$ cat src/rtl/execute_stage.sv
// Y86-64 execute stage: combinational ALU and cnd predicate, plus the
// architectural condition-code register that OPq updates on the clock.
module execute_stage (
  input  logic        clk,
  input  logic        rst,
  input  logic [3:0]  icode,
  input  logic [3:0]  ifun,
  input  logic [63:0] valC,
  input  logic [63:0] valA,
  input  logic [63:0] valB,
  input  logic [2:0]  cf_in,
  output logic [63:0] valE,
  output logic        cnd,
  output logic [2:0]  cf_out
);

  localparam logic [3:0] I_HALT   = 4'h0;
  localparam logic [3:0] I_NOP    = 4'h1;
  localparam logic [3:0] I_RRMOVQ = 4'h2;
  localparam logic [3:0] I_IRMOVQ = 4'h3;
  localparam logic [3:0] I_RMMOVQ = 4'h4;
  localparam logic [3:0] I_MRMOVQ = 4'h5;
  localparam logic [3:0] I_OPQ    = 4'h6;
  localparam logic [3:0] I_JXX    = 4'h7;
  localparam logic [3:0] I_CALL   = 4'h8;
  localparam logic [3:0] I_RET    = 4'h9;
  localparam logic [3:0] I_PUSHQ  = 4'hA;
  localparam logic [3:0] I_POPQ   = 4'hB;

  localparam logic [3:0] A_ADD = 4'h0;
  localparam logic [3:0] A_SUB = 4'h1;
  localparam logic [3:0] A_AND = 4'h2;
  localparam logic [3:0] A_XOR = 4'h3;

  logic       zf_new;
  logic       sf_new;
  logic       of_new;
  logic       cc_load;
  logic       zf_in;
  logic       sf_in;
  logic       of_in;

  always_comb begin
    valE = 64'd0;
    unique case (icode)
      I_HALT, I_NOP:     valE = 64'd0;
      I_RRMOVQ:          valE = valA;
      I_IRMOVQ:          valE = valC;
      I_RMMOVQ, I_MRMOVQ: valE = valB + valC;
      I_OPQ: begin
        case (ifun)
          A_ADD:   valE = valB + valA;
          A_SUB:   valE = valB - valA;
          A_AND:   valE = valB & valA;
          A_XOR:   valE = valB ^ valA;
          default: valE = 64'd0;
        endcase
      end
      I_JXX:             valE = 64'd0;
      I_CALL, I_PUSHQ:   valE = valB - 64'd8;
      I_RET, I_POPQ:     valE = valB + 64'd8;
      default:           valE = 64'd0;
    endcase
  end

  // Flags derived from the ALU result; only meaningful when cc_load is high.
  always_comb begin
    zf_new = (valE == 64'd0);
    sf_new = valE[63];
    of_new = 1'b0;
    case (ifun)
      A_ADD:   of_new = (valA[63] == valB[63]) && (valE[63] != valB[63]);
      A_SUB:   of_new = (valA[63] != valB[63]) && (valE[63] != valB[63]);
      default: of_new = 1'b0;
    endcase
  end

  assign cc_load = (icode == I_OPQ) && (ifun <= A_XOR);

  assign zf_in = cf_in[2];
  assign sf_in = cf_in[1];
  assign of_in = cf_in[0];

  always_comb begin
    cnd = 1'b0;
    if (icode == I_RRMOVQ || icode == I_JXX) begin
      case (ifun)
        4'h0:    cnd = 1'b1;
        4'h1:    cnd = (sf_in ^ of_in) | zf_in;
        4'h2:    cnd = sf_in ^ of_in;
        4'h3:    cnd = zf_in;
        4'h4:    cnd = ~zf_in;
        4'h5:    cnd = ~(sf_in ^ of_in);
        4'h6:    cnd = ~(sf_in ^ of_in) & ~zf_in;
        default: cnd = 1'b0;
      endcase
    end
  end

  always_ff @(posedge clk or posedge rst) begin
    if (rst)
      cf_out <= 3'b000;
    else if (cc_load)
      cf_out <= {zf_new, sf_new, of_new};
  end

endmodule

$ cat config.mk
export PLATFORM = sky130hd
export DESIGN_NAME = execute_stage
export DESIGN_NICKNAME = d
export VERILOG_FILES = /design/src/rtl/execute_stage.sv
export SDC_FILE = /design/constraint.sdc
export NUM_CORES = 1
export LEC_CHECK = 0
export ABC_AREA = 0
export ABC_CLOCK_PERIOD_IN_PS = 17200
export CAP_MARGIN = 10
export CELL_PAD_IN_SITES_DETAIL_PLACEMENT = 0
export CELL_PAD_IN_SITES_GLOBAL_PLACEMENT = 1
export CORE_MARGIN = 3
export CORE_UTILIZATION = 28
export DETAILED_ROUTE_END_ITERATION = 10
export DONT_BUFFER_PORTS = 1
export PLACE_DENSITY = 0.64
export SKIP_LAST_GASP = 1
export SLEW_MARGIN = 0
export SYNTH_ARGS = -nofsm -noshare
export SYNTH_HDL_FRONTEND = slang
export SYNTH_SLANG_ARGS = --single-unit
$ cat constraint.sdc
create_clock -name clk -period 17.2 [get_ports clk]
set_input_delay 4.3 -clock clk [delete_from_list [all_inputs] [get_ports clk]]
set_output_delay 4.3 -clock clk [all_outputs]
set_load 0.05 [all_outputs]
Word level (Yosys, flattened, before mapping)
Index checks and enable logic that the tools add are counted.
- $add $sub $neg: 5
- multipliers: 0
- div/mod/pow operators: 0
- magnitude comparators: 1
- equal/unequal tests: 19
- shift-type cells: 0
- multiplexer cells: 5
- bitwise operators: 7
- reduce and logical (&&, ||, !) cells: 9
- operators with widths (cell ; count):
    64-bit one-hot mux with 6 select lines ; 1
    64-bit one-hot mux with 4 select lines ; 1
    64-bit adder ; 2
    64-bit by 4-bit adder with 64-bit output (second input constant) ; 1
    64-bit AND ; 1
    64-bit zero test ; 1
    64-bit by 4-bit subtractor with 64-bit output (second input constant) ; 1
    64-bit subtractor ; 1
    64-bit bitwise XOR ; 1
    4-bit by 3-bit equality test with 1-bit output (second input constant) ; 7
    4-bit by 2-bit equality test with 1-bit output (second input constant) ; 4
    4-bit equality test (second input constant) ; 4
    1-bit one-hot mux with 7 select lines ; 1
    2-bit OR reduction ; 3
    4-bit by 1-bit equality test with 1-bit output (second input constant) ; 1
    4-bit by 2-bit <= comparator with 1-bit output (second input constant) ; 1
    4-bit zero test ; 1
    1-bit logical AND ; 3
    1-bit inequality test ; 2
    1-bit inverter ; 2
    1-bit one-hot mux with 2 select lines ; 1
    1-bit AND ; 1
    1-bit equality test ; 1
    1-bit logical OR ; 1
    other kinds (3) ; 3
- bits in registers: 3
- bits in latches: 0
- RAM bits: 0
- bits in read-only memories: 0
- input bits: 205
- output and inout port bits: 68
- logic and storage cells: 47
- memories kept: 0

Depth between registers and ports, before layout
- depth after elaboration: 6
- gate-level depth with buffers: 25
- mapped depth without buffers: 24

Worst setup path before layout
No wires, ideal clock.
- path type: input to output
- start point: input port icode[3]
- end point: output port valE[56]
- data arrival time: 11372 ps
- required time: 12900 ps
- setup slack: 1528 ps
- stages on the path: 21
- path buffers: 8
- cell sequence: clkbuf_1 nor2b_1 clkbuf_1 clkbuf_1 buf_1 clkbuf_1 buf_1 buf_1 nand2_1 ha_1 clkbuf_1 a21o_1 a21o_1 a221oi_1 o21ai_1 a221oi_1 a211oi_1 a2111oi_0 o21ai_0 xnor2_1 o221ai_1
- longest elaborated chain between the ends: 3
- elaborated cells on any way between the ends: 13
- those cells by class: 9 x eq/ne; 1 x mux; 3 x reduce/logical
- RTL lines (item ; RTL line ; RTL):
    start, declared ; 6 ; input logic [3:0] icode,
    4-bit equality test or 4-bit by 3-bit equality test with 1-bit output (tied branches) ; 45 ; unique case (icode)
    2-bit OR reduction ; 45 ;
    64-bit one-hot mux with 6 select lines (*) ; 45 ;
    end, declared ; 12 ; output logic [63:0] valE,
Every way passes the cells marked *; elsewhere a longest branch is shown, timed or not.

Worst setup path in the final report
- start point: input port valA[12]
- end point: output port valE[62]
- longest elaborated chain between the ends: 3
- elaborated cells on any way between the ends: 4
- those cells by class: 2 x add/sub; 2 x mux
- RTL lines (item ; RTL line ; RTL):
    start, declared ; 9 ; input logic [63:0] valA,
    64-bit subtractor or 64-bit adder (tied branches) ; 53, 52 ;
    64-bit one-hot mux with 4 select lines (*) ; 51 ; case (ifun)
    64-bit one-hot mux with 6 select lines (*) ; 45 ;
Marked as above.

==> reports/results.ini <==
[yosys]
yosysTopAreaCellShare = 0.175
post_synth.cell_area_avg_um2 = 6.63
synth_common_cells = 300 x a21oi_1, 268 x nand2_1, 250 x ha_1
ys_seq_area_frac = 0.00420
synth_fp_nets = 3156
synth_edf_count = 0
syn_area_mm2 = 0.0179
synth_area_leaders = ha_1 17%, a21oi_1 8.4%, nand2_1 5.6%, o21ai_0 5.4%, mux2i_1 5.2%
ys_warn_count = 0
synth.most_common_cell = a21oi_1
ys_async_sr_fraction = 1.00
synth_top_area_cell = ha_1
syn-instance-count = 2698
ys_types = 89
ys.flop_type = dfrtp_1
ys_seq_elements = 3

[final_layout]
drive_gt1_frac = 0.0452
final_area_mm2 = 0.0188
regMostFlops = cf_out
nets = 3049
largest_reg_flops = 3
syn_to_final_growth_pct = 5.42
top_regs = cf_out: 3 flops

[run_status]
status = completed

[pwr]
leakage_uw = 0.00741
vdd_ir_drop_max_mv = 0.0171
pwr_density_cell_mw_per_mm2 = 45.1

[drt]
drc_errors = 0
drtIter0Drc = 2220
ant_nets = 0
first_pass_iters = 6
routedWlPerCell_um = 30.4
viasPerCell = 6.49
vias = 22300
wl_um = 105000

[floorplanning]
core_mm2 = 0.0631
initial_utilization = 0.283
placementRows = 92
io_pins = 273
dieHeight_um = 259
die_w_um = 259
die_area_mm2 = 0.0669

[worst_setup_path]
r2r_start = cf_out[2]
worstPathRequired_ns = 12.90
rrSetupSlack_ns = 15.86
start_kind = input pin
end_kind = output port
crit_start = valA[12]
crit_fanout = 11
critical_path_arrival_ns = 11.53
worst-setup-path-type = input pin to output port

[min_path]
hold_start = cf_out[1]
hold_class = flip-flop to flip-flop

[clock_network]
cts-hold-fix-buffers = 0
path_clk_slew_ns = 0.03
cts.sinks = 3
cts.path.max_buffers = 2
htreeDepth = 1
clock_latency_ns = 0.22
clockRootBuffer = clkbuf_16
cts_made_buffers = 3
post_cts_resized = 0
cts_tree = done
cts_setup_buffers = 0

[sta]
finalSetupTns_ns = 0
slew_viol_final = 0
grt_setup_unrepaired = false
hold_violations = 0
slew-limit-headroom = 0.185
fin_crit_sh = 0.920
finClkSkew_ns = 0
worst-slew-pin-transition_ns = 1.21
period_needed_ns = 15.83
setup_viol = 0
fmax_mhz = 63.2

[global_routing]
grt_overflow = 0
grt.total_usage = 0.297
grt_pass1_vias = 21400
antenna_found_initial = 5
grt_pass1_wl_um = 149000
grt_start_max_net_pins = 72

[flow_run]
maxCapViolCount = 0

[place]
placed_area_mm2 = 0.0188
globalplace.congestion = 1.08
port_buffers = 0
dpl.hpwl_um = 88200

[final timing paths]
check,end,cells past startpoint
max in group asynchronous,cf_out[1],1
min reg2reg,cf_out[1],2
min in group asynchronous,cf_out[0],1
max,valE[62],17
max reg2reg,cf_out[2],2
min,cf_out[1],2
[cells in the final DEF (no fill, tap or decap), drive strengths merged, types with 33 or more instances in the layout]
cell type	n
a21oi	300
nand2	268
nand4	88
xor2	82
nand3	65
o21ai	224
inv	60
ha	250
mux2i	92
xnor2	96
nor3	70
buf	47
o211ai	33
a21o	70
nor2	217
[through the flow]
stage / hold slack, ns / utilization / power (uW) / std cells / setup slack [ns]
floorplan: 0.741 / - / 571 / 2698 / 1.53
global placement: 0.791 / 0.297 / 792 / 3432 / 1.99
detailed placement: 0.811 / 0.297 / 792 / 3432 / 1.71
CTS: 0.817 / 0.299 / 834 / 3436 / 1.70
global route: 0.823 / 0.299 / 910 / 3436 / 1.31
finish: 0.797 / 0.299 / 851 / 3439 / 1.37
[metal layers]
layer  vias up  wire [um]  global-route usage
li1      10200          -                   -
met1     10700      41400               0.361
met2      1135      46100               0.482
met3       243      11400              0.0838
met4         2       5840               0.137
met5         -         16                   0
[cells by family (layout without fill, tap and decap cells)]
group           after synthesis  after routing  share of synthesized area
mux                         115            115                     0.0660
fa+ha+maj                   253            253                      0.178
flops                         3              3                    0.00420
xor+xnor                    178            178                     0.0872
other cells                   0              3                          0
simple gates                905            905                      0.247
buf+inv                     219            111                     0.0461
compound gates             1025           1025                      0.372
[layout make-up]
cell class	instances	area, um^2
multi-input cells	2476	17000
inverters	60	225
flip-flops and latches	3	75.1
diodes	3	7.51
repair buffers	47	357
well taps	846	1060
fillers	7091	44200
clock buffers	4	78.8
[critical path, cell delays in order]
cell and delay (ns):
or4_1 0.62, or4_1 0.55, nor3_1 0.78, nand3_1 0.38
nor4_1 0.85, nor2_1 0.12, xnor2_1 0.19, ha_1 0.49
nand4_1 0.30, nor4_1 0.71, nand3_1 0.14, a211oi_1 0.73
o41ai_1 0.22, o211ai_1 0.15, xnor2_1 0.09, o221ai_1 0.39
a21o_1 0.48
[power breakdown]
group | switching (uW) | leakage [uW] | internal [uW]
combinational | 547 | 0.00733 | 256
sequential | 2.68 | 0.0000411 | 7.67
clock | 6.63 | 0.0000382 | 30.6
total | 556 | 0.00741 | 294
(Power assumes the default switching activity.)
